[src/rtl/multi_source_input_decoder_if.sv]
// Bundles the controller-side inputs and game-side outputs of the input decoder.
// The master drives source buttons and selection controls; the slave is the decoder.
interface multi_source_input_decoder_if #(
  parameter int unsigned NumSrc = 3,
  parameter int unsigned NumBtn = 4
);
  localparam int unsigned SelW = (NumSrc > 1) ? $clog2(NumSrc) : 1;

  logic [SelW-1:0]          choice;
  logic                     auto_en;
  logic [NumSrc*NumBtn-1:0] src_btn;
  logic [NumSrc-1:0]        src_readable;
  logic [NumBtn-1:0]        btn;
  logic [NumBtn-1:0]        press;
  logic [NumBtn-1:0]        rel;  // release pulse; "release" is a reserved word
  logic [SelW-1:0]          active_src;
  logic                     src_switched;

  modport master (
    output choice, auto_en, src_btn, src_readable,
    input  btn, press, rel, active_src, src_switched
  );

  modport slave (
    input  choice, auto_en, src_btn, src_readable,
    output btn, press, rel, active_src, src_switched
  );
endinterface

[src/rtl/multi_source_input_decoder.sv]
// Selects one of several controller sources (manually or by activity), debounces its
// buttons and emits levels plus press/release pulses with typematic auto-repeat.
module multi_source_input_decoder #(
  parameter int unsigned NumSrc    = 3,
  parameter int unsigned NumBtn    = 4,
  parameter int unsigned DebCyc    = 4,
  parameter int unsigned RepDelay  = 20,
  parameter int unsigned RepPeriod = 5,
  parameter int unsigned IdleCyc   = 8
) (
  input logic                         clk,
  input logic                         rst_n,
  multi_source_input_decoder_if.slave bus
);
  localparam int unsigned SelW   = (NumSrc > 1) ? $clog2(NumSrc) : 1;
  localparam int unsigned CntW   = $clog2(DebCyc + 1);
  localparam int unsigned RepMax = RepDelay + RepPeriod;
  localparam int unsigned RepW   = $clog2(RepMax + 1);
  localparam int unsigned IdleW  = $clog2(IdleCyc + 1);

  typedef enum logic [0:0] {StHold, StScan} state_e;

  logic [NumSrc*NumBtn-1:0]      src_btn_q;
  logic [NumSrc-1:0]             rdy_q;
  logic [SelW-1:0]               active_q, new_src, target, cand;
  logic [NumBtn-1:0]             btn_q, btn_d, press_q, press_d, rel_q, rel_d, raw;
  logic [NumBtn-1:0][CntW-1:0]   cnt_q, cnt_d;
  logic [NumBtn-1:0][RepW-1:0]   rep_q, rep_d;
  logic [IdleW-1:0]              idle_q, idle_d;
  state_e                        state_q, state_d;
  logic                          sw_q, do_switch, cand_found, busy;
  logic [RepW-1:0]               rep_inc;

  always_comb begin
    raw = '0;
    if (rdy_q[active_q]) raw = src_btn_q[int'(active_q)*NumBtn +: NumBtn];
    busy = (raw != '0) || (btn_q != '0);

    if (32'(bus.choice) >= NumSrc) target = SelW'(NumSrc - 1);
    else                           target = bus.choice;

    cand_found = 1'b0;
    cand       = '0;
    for (int s = 0; s < int'(NumSrc); s++) begin
      if (!cand_found && s != int'(active_q) && rdy_q[s] &&
          src_btn_q[s*NumBtn +: NumBtn] != '0) begin
        cand_found = 1'b1;
        cand       = SelW'(s);
      end
    end
  end

  // Source selection: manual overrides the FSM and parks it in StHold.
  always_comb begin
    do_switch = 1'b0;
    new_src   = active_q;
    state_d   = state_q;
    idle_d    = idle_q;
    if (!bus.auto_en) begin
      state_d = StHold;
      idle_d  = '0;
      if (target != active_q) begin
        do_switch = 1'b1;
        new_src   = target;
      end
    end else begin
      unique case (state_q)
        StHold: begin
          if (busy)                          idle_d  = '0;
          else if (idle_q == IdleW'(IdleCyc)) state_d = StScan;
          else                               idle_d  = idle_q + 1'b1;
        end
        StScan: begin
          if (cand_found) begin
            do_switch = 1'b1;
            new_src   = cand;
            state_d   = StHold;
            idle_d    = '0;
          end else if (busy) begin
            state_d = StHold;
            idle_d  = '0;
          end
        end
        default: state_d = StHold;
      endcase
    end
  end

  always_comb begin
    btn_d   = btn_q;
    press_d = '0;
    rel_d   = '0;
    cnt_d   = cnt_q;
    rep_d   = rep_q;
    rep_inc = '0;
    if (do_switch) begin
      btn_d = '0;
      rel_d = btn_q;
      cnt_d = '0;
      rep_d = '0;
    end else begin
      for (int i = 0; i < int'(NumBtn); i++) begin
        if (raw[i] == btn_q[i]) begin
          cnt_d[i] = '0;
        end else if (cnt_q[i] == CntW'(DebCyc - 1)) begin
          cnt_d[i] = '0;
          btn_d[i] = raw[i];
        end else begin
          cnt_d[i] = cnt_q[i] + 1'b1;
        end

        if (btn_d[i] && !btn_q[i]) begin
          press_d[i] = 1'b1;
          rep_d[i]   = '0;
        end else if (!btn_d[i] && btn_q[i]) begin
          rel_d[i] = 1'b1;
          rep_d[i] = '0;
        end else if (btn_q[i] && RepDelay != 0) begin
          // Counter reloads to RepDelay after each period pulse so it never wraps.
          rep_inc = rep_q[i] + 1'b1;
          if (rep_inc == RepW'(RepMax)) begin
            press_d[i] = 1'b1;
            rep_d[i]   = RepW'(RepDelay);
          end else begin
            press_d[i] = (rep_inc == RepW'(RepDelay));
            rep_d[i]   = rep_inc;
          end
        end
      end
    end
  end

  always_ff @(posedge clk) begin
    if (!rst_n) begin
      src_btn_q <= '0;
      rdy_q     <= '0;
      active_q  <= '0;
      btn_q     <= '0;
      press_q   <= '0;
      rel_q     <= '0;
      sw_q      <= 1'b0;
      cnt_q     <= '0;
      rep_q     <= '0;
      idle_q    <= '0;
      state_q   <= StHold;
    end else begin
      src_btn_q <= bus.src_btn;
      rdy_q     <= bus.src_readable;
      active_q  <= new_src;
      btn_q     <= btn_d;
      press_q   <= press_d;
      rel_q     <= rel_d;
      sw_q      <= do_switch;
      cnt_q     <= cnt_d;
      rep_q     <= rep_d;
      idle_q    <= idle_d;
      state_q   <= state_d;
    end
  end

  assign bus.btn          = btn_q;
  assign bus.press        = press_q;
  assign bus.rel          = rel_q;
  assign bus.active_src   = active_q;
  assign bus.src_switched = sw_q;
endmodule

[src/flat_wrapper.sv]
// flat-port wrapper written by rule: the top's interface ports become plain ports
module multi_source_input_decoder_flat 
#(
  parameter int unsigned NumSrc    = 3,
  parameter int unsigned NumBtn    = 4,
  parameter int unsigned DebCyc    = 4,
  parameter int unsigned RepDelay  = 20,
  parameter int unsigned RepPeriod = 5,
  parameter int unsigned IdleCyc   = 8
)
  (clk, rst_n, bus_choice, bus_auto_en, bus_src_btn, bus_src_readable, bus_btn, bus_press, bus_rel, bus_active_src, bus_src_switched);
  multi_source_input_decoder_if #(.NumSrc(NumSrc), .NumBtn(NumBtn)) bus_i ();
  input logic clk;
  input logic rst_n;
  input wire logic [$bits(bus_i.choice)-1:0] bus_choice;
  input wire logic [$bits(bus_i.auto_en)-1:0] bus_auto_en;
  input wire logic [$bits(bus_i.src_btn)-1:0] bus_src_btn;
  input wire logic [$bits(bus_i.src_readable)-1:0] bus_src_readable;
  output wire logic [$bits(bus_i.btn)-1:0] bus_btn;
  output wire logic [$bits(bus_i.press)-1:0] bus_press;
  output wire logic [$bits(bus_i.rel)-1:0] bus_rel;
  output wire logic [$bits(bus_i.active_src)-1:0] bus_active_src;
  output wire logic [$bits(bus_i.src_switched)-1:0] bus_src_switched;
  assign bus_i.choice = bus_choice;
  assign bus_i.auto_en = bus_auto_en;
  assign bus_i.src_btn = bus_src_btn;
  assign bus_i.src_readable = bus_src_readable;
  assign bus_btn = bus_i.btn;
  assign bus_press = bus_i.press;
  assign bus_rel = bus_i.rel;
  assign bus_active_src = bus_i.active_src;
  assign bus_src_switched = bus_i.src_switched;
  multi_source_input_decoder #(.NumSrc(NumSrc), .NumBtn(NumBtn), .DebCyc(DebCyc), .RepDelay(RepDelay), .RepPeriod(RepPeriod), .IdleCyc(IdleCyc)) u_core (.clk(clk), .rst_n(rst_n), .bus(bus_i));
endmodule
[config.mk]
export PLATFORM = sky130hd
export DESIGN_NAME = multi_source_input_decoder_flat
export DESIGN_NICKNAME = d
export VERILOG_FILES = /design/src/rtl/multi_source_input_decoder_if.sv /design/src/rtl/multi_source_input_decoder.sv /design/src/flat_wrapper.sv
export SDC_FILE = /design/constraint.sdc
export NUM_CORES = 1
export LEC_CHECK = 0
export BUFFER_PORTS_ARGS = -buffer_cell sky130_fd_sc_hd__clkbuf_2
export CELL_PAD_IN_SITES_DETAIL_PLACEMENT = 0
export CELL_PAD_IN_SITES_GLOBAL_PLACEMENT = 1
export CORE_UTILIZATION = 49
export CTS_CLUSTER_SIZE = 10
export DETAILED_ROUTE_END_ITERATION = 8
export PLACE_DENSITY = 0.93
export SYNTH_ARGS = -nofsm -noshare
export SYNTH_HDL_FRONTEND = slang
export SYNTH_SLANG_ARGS = --single-unit
[constraint.sdc]
create_clock -name clk -period 3.3 [get_ports clk]
set_input_delay 0 -clock clk [delete_from_list [all_inputs] [get_ports clk]]
set_output_delay 0 -clock clk [all_outputs]
set_load 0.02 [all_outputs]
==> key figures <==
Status
  – Status: completed

Critical path
  – Setup CP Type: reg -> reg
  – Slowest-stage cell, CP: nor2b_1
  – Worst Path Required: approximately 3500 ps
  – Worst-path cell chain: nor2b_1, nand3_2, a21oi_2, nand3_4, nor4b_1
  – Max FO, Critical Path: 37
  – Data arrival, critical path: 2770 ps
  – Crit path largest cell delay: approximately 610 ps
  – CP Capture Type: register
  – Startpoint types: register

Floorplanning
  – IO Pins: 35
  – Die height: roughly 87 um
  – Die width: approximately 87 um
  – Die area: between 0.007 and 0.008 sq mm
  – Row cnt: 30
  – Initial Util: approximately half
  – Core Area: between 0.006 and 0.007 sq mm

Drt
  – Drt total wl: 7560 um
  – Via Count: just over 3000
  – Via density: about 5.6
  – Drt wl/cell: roughly 14 um
  – Detailed Routing Iterations Pass 1: 4
  – Number of nets still failing antenna checks after routing: 0
  – 1st-iter DRT viols: 221
  – DRC: 0

Synth
  – Synthesized area: ~0.0036 sq mm
  – Yosys warning count: 0
  – Total nets after synthesis: 443
  – Post-synth top flop: dfxtp_1
  – Post-synth EDFFs: 0
  – #FFs+latches synth: 67
  – Async SR Flop Fraction: 0%
  – Mean post-synth cell area: approximately 8.9 sq um
  – Yosys cell types: 64
  – Synth top area cells: dfxtp_1, ha_1, a21oi_1
  – Top-area cell type share of the netlist area: 37.6%
  – Synth area leader: dfxtp_1
  – Post-Syn Instances: 401
  – Seq/Total Area, Yosys: a little under two fifths

Placement
  – IO Port Bufs: 34
  – Final HPWL DP: around 5300 um
  – Dpl ws: just over 800 ps
  – Dpl cells: 511
  – Routability cong.: between 0.9 and 1

STA
  – Fin crit share: 76.6%
  – Endpoints failing setup: 0
  – Least-Margin Pin Slew: ~650 ps
  – Final hold vios: 0
  – Slew headroom: ~56%
  – PnR worst setup slack: ~770 ps
  – Slew Limit Fails: 0
  – Setup TNS: 0 ps
  – RSZ-0062 raised after global routing: no
  – Clock skew: approximately 4.3 ps
  – Fmax: around 0.40 GHz
  – Final worst path period need: around 2500 ps

Final layout
  – # diodes: 0
  – FILL cells: 622
  – Footprint of the multi-input gates: ~0.002 sq mm
  – Layout cells sized above 1: a little over an eighth
  – Non-Filler Instances: around 540
  – Reg area: 0.00134 sq mm
  – Synth-to-Final Area Change: 15.2%
  – Nets: roughly 480

Min path
  – Hold WC Path Type: in -> reg

Clocking
  – CTS buffer count: 9
  – Post-CTS setup buffers: 0
  – Post-CTS sizing: 0
  – CTS tree: done
  – Worst skew pair latency: 340 ps
  – H-tree Lvls: 3
  – Hold_buf cts: 15
  – Max Root-Sink Buffers: 2
  – Clk pin slew, worst setup/hold paths: about 70 ps
  – Clock root cell: clkbuf_8
  – Clk sink count: 67

GRT
  – First-pass GRT wire length: 13100 um
  – Largest net degree at the start of global routing: 38
  – GR Overflow Total: 0
  – Vias in the first global route: between 2000 and 3000
  – Overall Global Routing Usage: between 20% and 30%
  – Initial antenna violation count: 0

Run
  – Max Cap Viol: 0

Power and ir drop
  – PwrDens: between 400 and 500 mW/mm^2
  – VDD IR max: between 200 and 300 uV
  – Tot Pwr: 0.00167 W
  – P_leak: 1.58 nW
layout make-up:
class / instances / area share [%]
repair buffers: 50 / 7.98
clock buffers: 13 / 3.87
well taps: 96 / 2.92
inverters: 23 / 2.10
clock inverters: 2 / 0.853
flip-flops and latches: 67 / 32.6
multi-input cells: 290 / 49.6
per-layer routing:
layer | up-vias | track usage [%] | part of all wire, %
li1 | 1556 | - | -
met1 | 1406 | 27.2 | 47
met2 | 76 | 36.6 | 47
met3 | 11 | 5.69 | 4.4
met4 | 0 | 9.84 | 1.8
met5 | - | 0 | 0
cell usage in the layout (no fill, tap or decap), drive strengths merged, types with 8 or more instances in the layout:
cell / instances
a21oi: 26
and2: 18
clkbuf: 47
dfxtp: 67
dlygate4sd3: 15
ha: 22
inv: 23
nand2: 21
nand3: 16
nor2: 27
nor3: 13
nor4: 11
o21ai: 15
xnor2: 8
xor2: 8
where the power goes:
group / switching, W / total (W) / internal, W
Sequential: 0.0000209 / 0.000846 / 0.000825
Combinational: 0.0000884 / 0.000153 / 0.0000650
Clock: 0.000284 / 0.000669 / 0.000385
Total: 0.000393 / 0.00167 / 0.00128
registers in the layout, indices dropped and copies added (netlist names), 2 cells and up:
name                   flops
u_core.bus.active_src      2
u_core.bus.btn             4
u_core.bus.press           4
u_core.bus.rel             4
u_core.cnt_q              12
u_core.idle_q              4
u_core.rdy_q               3
u_core.rep_q              20
u_core.src_btn_q          12
kinds of logic after synthesis:
group / share of synthesized area [%]
compound gates: 21.2
mux: 1.68
simple gates: 22.7
flops: 37.6
buf+inv: 5.19
fa+ha+maj: 7.72
xor+xnor: 3.93
critical path, delay by kind of cell, from the launching register on:
kind	cells	cell delay [ps]
AO/OA/AOI/OAI	1	250
AND/OR/NAND/NOR	4	1570
flip-flops	1	590
Yosys cell counts, drive strengths merged, types with 6 or more instances:
cell,count
nor3,13
a211oi,6
nand4,7
o21ai,15
inv,23
nor2,27
clkbuf,13
nor4,11
ha,22
a31oi,7
nand3,16
nand2,21
mux2i,6
xnor2,8
buf,8
dfxtp,67
a21oi,26
xor2,8
and2,18
stage by stage:
step	hold WS, ps	instance area (sq um)	utilization, %
6_report	59.0	4110	59.5
3_5_place_dp	210	3760	54.5
4_1_cts	35.3	4110	59.5
5_1_grt	86.9	4110	59.5
2_1_floorplan	127	3570	-
3_3_place_gp	205	3760	54.5
path summary, 6_finish.rpt:
check | startpoint | end | slack, ps | depth (start not counted)
max | u_core.bus.active_src[1] | u_core.cnt_q[1] | 770 | 5
min | bus_choice[1] | u_core.bus.active_src[1] | 60 | 4
max reg2reg | u_core.bus.active_src[1] | u_core.cnt_q[1] | 770 | 5
min reg2reg | u_core.cnt_q[0] | u_core.cnt_q[0] | 440 | 1
Power figures use the tool's default switching activity.
